## src/rtl/ov7660_pkg.sv

```systemverilog
// Shared SCCB constants, OV7660 register addresses and the init-sequencer state type.
package ov7660_pkg;

  localparam logic [7:0]  SCCB_WR_ID = 8'h42;
  localparam logic [15:0] ROM_END    = 16'hFFFF;

  localparam logic [7:0] CLKRC  = 8'h11;
  localparam logic [7:0] COM7   = 8'h12;
  localparam logic [7:0] COM8   = 8'h13;
  localparam logic [7:0] TSLB   = 8'h3A;
  localparam logic [7:0] COM13  = 8'h3D;
  localparam logic [7:0] COM15  = 8'h40;
  localparam logic [7:0] RGB444 = 8'h8C;

  typedef enum logic [2:0] {
    PWRUP, LOAD, START, SHIFT, STOP, GAP, DONE
  } state_t;

  // 3-phase write frame; each trailing 1 is a released (ACK) bit slot.
  function automatic logic [26:0] sccb_frame(input logic [15:0] w);
    return {SCCB_WR_ID, 1'b1, w[15:8], 1'b1, w[7:0], 1'b1};
  endfunction

endpackage

```

## src/rtl/ov7660_sccb_init_if.sv

```systemverilog
// SCCB pin bundle: push-pull SCL, open-drain SDA emulated as a pull-down enable plus pin sense.
interface ov7660_sccb_init_if;
  logic oSCL;
  logic oSDA_OE;
  logic iSDA;

  modport master (output oSCL, output oSDA_OE, input iSDA);
  modport slave  (input oSCL, input oSDA_OE, output iSDA);
endinterface

```

## src/rtl/ov7660_reg_rom.sv

```systemverilog
// OV7660 init table: index -> {sub-address, data}; ROM_END terminates the sequence.
module ov7660_reg_rom
  import ov7660_pkg::*;
(
  input  logic [7:0]  idx,
  output logic [15:0] word
);

  always_comb begin
    case (idx)
      8'd0:    word = {COM7,   8'h80};  // soft reset
      8'd1:    word = {CLKRC,  8'h01};
      8'd2:    word = {COM7,   8'h04};  // RGB output
      8'd3:    word = {COM15,  8'hD0};  // RGB565, full range
      8'd4:    word = {TSLB,   8'h04};
      8'd5:    word = {RGB444, 8'h00};
      8'd6:    word = {COM13,  8'h88};
      8'd7:    word = {COM8,   8'hE7};
      8'd8:    word = ROM_END;
      default: word = ROM_END;
    endcase
  end

endmodule

```

## src/rtl/ov7660_sccb_init.sv

```systemverilog
// OV7660 power-up configuration: waits for the sensor, then writes the register ROM over SCCB.
// Optional SCCB_ACK_CHECK_EN: sample slave ACKs, retry a NACKed write up to 3 times, then flag oERR.
module ov7660_sccb_init
  import ov7660_pkg::*;
#(
  parameter int unsigned CLK_DIV  = 250,
  parameter logic [23:0] PWR_WAIT = 24'd1_000_000,
  parameter logic [23:0] RST_WAIT = 24'd100_000,
  parameter logic [15:0] GAP_WAIT = 16'd1000,
  parameter logic [7:0]  NUM_REGS = 8'd64
) (
  input  logic               iCLK,
  input  logic               iRST,
  input  logic               iSTART,
  ov7660_sccb_init_if.master sccb,
  output logic               oBUSY,
  output logic               oDONE,
  output logic               oERR,
  output logic [7:0]         oIDX
);

  localparam logic [15:0] QMAX = 16'(CLK_DIV - 1);

  state_t      state;
  logic [15:0] qcnt;
  logic [23:0] wcnt;
  logic [1:0]  step;
  logic [4:0]  bitcnt;
  logic [26:0] frame;
  logic [15:0] rom_word;
  logic [23:0] gap_len;
  logic        qtick;
  logic        last_bit;

  ov7660_reg_rom u_rom (
    .idx  (oIDX),
    .word (rom_word)
  );

  assign qtick   = (qcnt == QMAX);
  assign gap_len = (oIDX == 8'd0) ? RST_WAIT + {8'd0, GAP_WAIT} : {8'd0, GAP_WAIT};

`ifdef SCCB_ACK_CHECK_EN
  logic       nack;
  logic [1:0] retry;
  logic       err;
  logic       z_bit;

  assign z_bit    = (bitcnt == 5'd8) || (bitcnt == 5'd17) || (bitcnt == 5'd26);
  // A NACK cuts the frame short right after the offending ACK slot.
  assign last_bit = (bitcnt == 5'd26) || nack;
  assign oERR     = err;
`else
  logic sda_unused;

  assign sda_unused = sccb.iSDA;
  assign last_bit   = (bitcnt == 5'd26);
  assign oERR       = 1'b0;
`endif

  always_ff @(posedge iCLK or negedge iRST) begin
    if (!iRST) begin
      state        <= PWRUP;
      qcnt         <= '0;
      wcnt         <= '0;
      step         <= '0;
      bitcnt       <= '0;
      frame        <= '0;
      sccb.oSCL    <= 1'b1;
      sccb.oSDA_OE <= 1'b0;
      oBUSY        <= 1'b1;
      oDONE        <= 1'b0;
      oIDX         <= '0;
`ifdef SCCB_ACK_CHECK_EN
      nack         <= 1'b0;
      retry        <= '0;
      err          <= 1'b0;
`endif
    end else begin
      qcnt <= qtick ? '0 : qcnt + 16'd1;
      case (state)
        PWRUP: begin
          qcnt <= '0;
          wcnt <= wcnt + 24'd1;
          if (wcnt + 24'd1 >= PWR_WAIT) begin
            wcnt  <= '0;
            state <= LOAD;
          end
        end
        LOAD: begin
          qcnt   <= '0;
          step   <= '0;
          bitcnt <= '0;
`ifdef SCCB_ACK_CHECK_EN
          nack   <= 1'b0;
`endif
          if (rom_word == ROM_END || oIDX == NUM_REGS) begin
            state <= DONE;
            oBUSY <= 1'b0;
            oDONE <= 1'b1;
          end else begin
            frame <= sccb_frame(rom_word);
            state <= START;
          end
        end
        START: if (qtick) begin
          if (step == 2'd0) begin
            sccb.oSDA_OE <= 1'b1;
            step         <= 2'd1;
          end else begin
            sccb.oSCL <= 1'b0;
            step      <= '0;
            state     <= SHIFT;
          end
        end
        SHIFT: if (qtick) begin
          step <= step + 2'd1;
          case (step)
            2'd0: begin
              sccb.oSDA_OE <= ~frame[26];
              frame        <= {frame[25:0], 1'b0};
            end
            2'd1: sccb.oSCL <= 1'b1;
            2'd2: begin
`ifdef SCCB_ACK_CHECK_EN
              if (z_bit && sccb.iSDA) nack <= 1'b1;
`endif
            end
            default: begin
              sccb.oSCL <= 1'b0;
              bitcnt    <= bitcnt + 5'd1;
              if (last_bit) begin
                step  <= '0;
                state <= STOP;
              end
            end
          endcase
        end
        STOP: if (qtick) begin
          step <= step + 2'd1;
          case (step)
            2'd0:    sccb.oSDA_OE <= 1'b1;
            2'd1:    sccb.oSCL    <= 1'b1;
            default: begin
              sccb.oSDA_OE <= 1'b0;
              step         <= '0;
              wcnt         <= '0;
              state        <= GAP;
            end
          endcase
        end
        GAP: begin
          qcnt <= '0;
          wcnt <= wcnt + 24'd1;
          if (wcnt + 24'd1 >= gap_len) begin
            wcnt  <= '0;
            state <= LOAD;
`ifdef SCCB_ACK_CHECK_EN
            if (nack && retry != 2'd3) begin
              retry <= retry + 2'd1;
            end else begin
              if (nack) err <= 1'b1;
              retry <= '0;
              oIDX  <= oIDX + 8'd1;
            end
`else
            oIDX <= oIDX + 8'd1;
`endif
          end
        end
        DONE: begin
          qcnt <= '0;
          if (iSTART) begin
            oIDX  <= '0;
            oDONE <= 1'b0;
            oBUSY <= 1'b1;
            state <= LOAD;
          end
        end
        default: state <= PWRUP;
      endcase
    end
  end

endmodule

```

## src/flat_wrapper.sv

```systemverilog
// flat-port wrapper written by rule: the top's interface ports become plain ports
module ov7660_sccb_init_flat import ov7660_pkg::*;
#(
  parameter int unsigned CLK_DIV  = 250,
  parameter logic [23:0] PWR_WAIT = 24'd1_000_000,
  parameter logic [23:0] RST_WAIT = 24'd100_000,
  parameter logic [15:0] GAP_WAIT = 16'd1000,
  parameter logic [7:0]  NUM_REGS = 8'd64
)
  (iCLK, iRST, iSTART, oBUSY, oDONE, oERR, oIDX, sccb_oSCL, sccb_oSDA_OE, sccb_iSDA);
  ov7660_sccb_init_if sccb_i ();
  input  logic iCLK;
  input  logic iRST;
  input  logic iSTART;
  output logic oBUSY;
  output logic oDONE;
  output logic oERR;
  output logic [7:0] oIDX;
  output wire logic [$bits(sccb_i.oSCL)-1:0] sccb_oSCL;
  output wire logic [$bits(sccb_i.oSDA_OE)-1:0] sccb_oSDA_OE;
  input wire logic [$bits(sccb_i.iSDA)-1:0] sccb_iSDA;
  assign sccb_oSCL = sccb_i.oSCL;
  assign sccb_oSDA_OE = sccb_i.oSDA_OE;
  assign sccb_i.iSDA = sccb_iSDA;
  ov7660_sccb_init #(.CLK_DIV(CLK_DIV), .PWR_WAIT(PWR_WAIT), .RST_WAIT(RST_WAIT), .GAP_WAIT(GAP_WAIT), .NUM_REGS(NUM_REGS)) u_core (.iCLK(iCLK), .iRST(iRST), .iSTART(iSTART), .sccb(sccb_i), .oBUSY(oBUSY), .oDONE(oDONE), .oERR(oERR), .oIDX(oIDX));
endmodule
```

## config.mk

```make
export PLATFORM = sky130hd
export DESIGN_NAME = ov7660_sccb_init_flat
export DESIGN_NICKNAME = d
export VERILOG_FILES = /design/src/rtl/ov7660_pkg.sv /design/src/rtl/ov7660_sccb_init_if.sv /design/src/rtl/ov7660_reg_rom.sv /design/src/rtl/ov7660_sccb_init.sv /design/src/flat_wrapper.sv
export SDC_FILE = /design/constraint.sdc
export NUM_CORES = 1
export LEC_CHECK = 0
export CAP_MARGIN = 10
export CORE_MARGIN = 10
export CORE_UTILIZATION = 40
export DETAILED_ROUTE_END_ITERATION = 16
export HOLD_SLACK_MARGIN = 0.06
export PLACE_DENSITY = 0.56
export SETUP_SLACK_MARGIN = 0.3
export SLEW_MARGIN = 15
export SYNTH_ARGS = -nofsm -noshare
export SYNTH_HDL_FRONTEND = slang
export SYNTH_HIERARCHICAL = 1
export SYNTH_SLANG_ARGS = --single-unit
```

## constraint.sdc

```tcl
create_clock -name iCLK -period 4.93 [get_ports iCLK]
set_input_delay 0.986 -clock iCLK [delete_from_list [all_inputs] [get_ports iCLK]]
set_output_delay 0.986 -clock iCLK [all_outputs]
set_load 0.005 [all_outputs]
```

==> run summary <==
status: finished clean
top_reg_cell synth: dfrtp_1
critical hold path startpoint: u_core/oDONE$_DFFE_PN0P_
initial antenna violation count: 0
Root Driver: clkbuf_16
largest net degree at the start of global routing: 67
crit path launch: u_core/wcnt[4]$_DFFE_PN0P_
final hold vios: 0
dominant cells by area after synthesis: dfrtp_1, nand2_1, nor2_1
drt wl/cell: 15.75 um
die height: 137.1 um
Post-synth EDFFs: 0
Core ar.: 13350 um^2
final slew viol count: 0
Async S/R FF share, synth: 100.0%
layout cell share with drive strength beyond 1: 7.472%
synth warn: 6
row cnt: 42
worst slew pin tran: 0.9734 ns
post-DP HPWL: 8.725 mm
Netlist cell types: 69
register area share after synthesis: 40.66%
Overflow after GRT: 0
clk sink count: 89
Starting DRT DRC Count: 219
Clock transition at path regs: 0.06 ns
die width: 137.1 um
DRT antenna net count: 0
most frequent cell after synthesis: nand2_1
Boundary Pins: 17
initial core utilization: 41.09%
Clock Skews: 0.007132 ns
Leak: 0.002569 uW
vias in the first global route: 4248
reg2reg start: u_core/wcnt[4]$_DFFE_PN0P_
setup slack after layout: 0.6456 ns
TNS Setup: 0 ns
total CTS buffers: 9
vias: 4436
share of the synthesized area in the top cell type: 39.70%
first-pass GRT wire length: 21.38 mm
die area: 18790 um^2
biggest area consumer among synthesized cells: dfrtp_1
vias per cell: 5.511
CP Data Required Time: 5.15 ns
Post-Synthesis Cell Area: 5484 um^2
Worst Setup Start Kind: flop
nets: 653
RePlAce Congestion: 0.8382
Total Power: 1478 uW
final core occ: 45.21%
number of max-cap violations: 0
Inserted Diodes: 0
power per cell area: 245.0 nW/um^2
pre-CTS setup slack: 0.5521 ns
CP arrival: 4.51 ns
Max-slew headroom: 35.11%
drt total wl: 12.68 mm
unrepaired setup endpoints after global routing: false
Port Buffers: 14
Avg Inst Size Synth: 8.677 um^2
synthesis-to-layout area growth: 10.04%
final setup vio count: 0
CTS Hold Bufs: 0
TritonCTS clock tree: built
Crit. End Element: flop
Max IR drop VDD: 0.2027 mV
critical path class: flop to flop
Post-synth top cells: nand2_1, dfrtp_1, nor2_1
Hold Path Class: flop to flop
register bit total from synthesis: 89
First-pass DRT Iterations: 4
Clock Path Buffers: 2
H-Tree Depth: 3
DRC: 0
critical path fanouts, max: 16
Fmax achieved: 233.4 MHz
Clk Latency, worst-skew pair: 0.35 ns
Overall Global Routing Usage: 13.99%
synthesized net count: 660
Final Cycle Share: 86.91%
Tmin final: 4.284 ns
Mapped Cells: 632
power by group:
group	internal (uW)	switching [uW]	leakage, uW
clock	455	277	0.000153
combinational	1.70	14.8	0.00121
sequential	730	0	0.00120
total	1190	292	0.00257
critical path, cell delays in order (launching register included):
cell       delay (ns)
dfrtp_1          0.51
nand4_4          0.27
or4_1            0.75
o21ai_1          0.30
nand2_1          0.10
ha_1             0.29
o21a_1           0.17
nand4_1          0.10
or2_2            0.27
a211oi_1         0.29
a2111oi_2        0.11
and2_1           0.29
or4b_1           0.59
mux2i_1          0.14
cell usage in the layout, fill, tap and decap left out, drive strengths merged, types with 3 or more instances in the layout:
cell / instances
nand2: 90
dfrtp: 87
nor2: 84
o21ai: 36
nand3: 32
inv: 26
ha: 24
a31oi: 23
xnor2: 21
nand4: 19
clkdlybuf4s50: 13
mux2i: 13
nor3: 12
clkbuf: 12
xor2: 11
nor4: 11
a21oi: 10
o211ai: 9
buf: 8
and2: 8
and3: 7
nand2b: 7
or4: 5
nor4b: 5
or3: 5
mux2: 4
nor3b: 3
and4: 3
o221ai: 3
o31a: 3
per-layer routing:
layer | vias to the layer above | global-route usage (%) | share of wire [%]
met1 | 2163 | 18.85 | 49
met4 | 0 | 4.098 | 1.1
li1 | 2197 | - | -
met2 | 64 | 21.50 | 46
met5 | - | 0 | 0
met3 | 12 | 3.702 | 3.6
worst paths after layout:
| check | endpoint | slack, ns | depth (start not counted) |
|---|---|---|---|
| min in group asynchronous | u_core/wcnt[6]$_DFFE_PN0P_ | 0.75 | 1 |
| max in group asynchronous | u_core/sccb.oSCL$_DFFE_PN1P_ | 3.24 | 2 |
| setup reg to reg | u_core/oIDX[5]$_DFFE_PN0P_ | 0.65 | 13 |
| setup / recovery | u_core/oIDX[5]$_DFFE_PN0P_ | 0.65 | 13 |
| hold reg to reg | u_core/oDONE$_DFFE_PN0P_ | 0.49 | 2 |
| hold / removal | u_core/oDONE$_DFFE_PN0P_ | 0.49 | 2 |
kinds of logic (layout without fill, tap and decap cells):
family                   after synthesis  in the layout  synth area share [%]
buffers and inverters                 65             62                 5.179
AO/OA/AOI/OAI                        105            105                 12.84
other                                  1              1               0.06838
AND/OR/NAND/NOR                      299            299                 27.40
flip-flops                            89             89                 40.66
adder cells (fa/ha/maj)               24             24                 5.476
multiplexers                          17             17                 3.263
XOR/XNOR                              32             32                 5.111
area by class of cell:
class / instances / area, um^2
Tap cell: 176 / 220.2
Sequential cell: 89 / 2230
Inverter: 26 / 97.59
Multi-Input combinational cell: 478 / 2985
Clock inverter: 3 / 65.06
Timing Repair Buffer: 21 / 190.2
Clock buffer: 12 / 246.5
Fill cell: 1316 / 7313
metrics by stage:
| step | area (um^2) | instances | hold slack, ns |
|---|---|---|---|
| after floorplan | 5484 | 632 | 0.4688 |
| after global placement | 5704 | 788 | 0.4639 |
| after detailed placement | 5704 | 788 | 0.4716 |
| after CTS | 6016 | 803 | 0.4871 |
| after global routing | 6035 | 805 | 0.5329 |
| final | 6035 | 805 | 0.4853 |
repair_timing:
| action | CTS | global route |
|---|---|---|
| gates resized for setup | 0 | 1 |
| endpoints found under the setup margin | 0 | 11 |
| buffers inserted | 0 | 2 |
registers in the layout, summed over array words and instances, names as in the netlist:
| name | count |
|---|---|
| u_core/bitcnt | 5 |
| u_core/frame | 27 |
| u_core/oBUSY | 1 |
| u_core/oDONE | 1 |
| u_core/oIDX | 8 |
| u_core/qcnt | 16 |
| u_core/sccb.oSCL | 1 |
| u_core/sccb.oSDA_OE | 1 |
| u_core/state | 3 |
| u_core/step | 2 |
| u_core/wcnt | 24 |
Note: power is estimated with default switching activity, not from simulation.
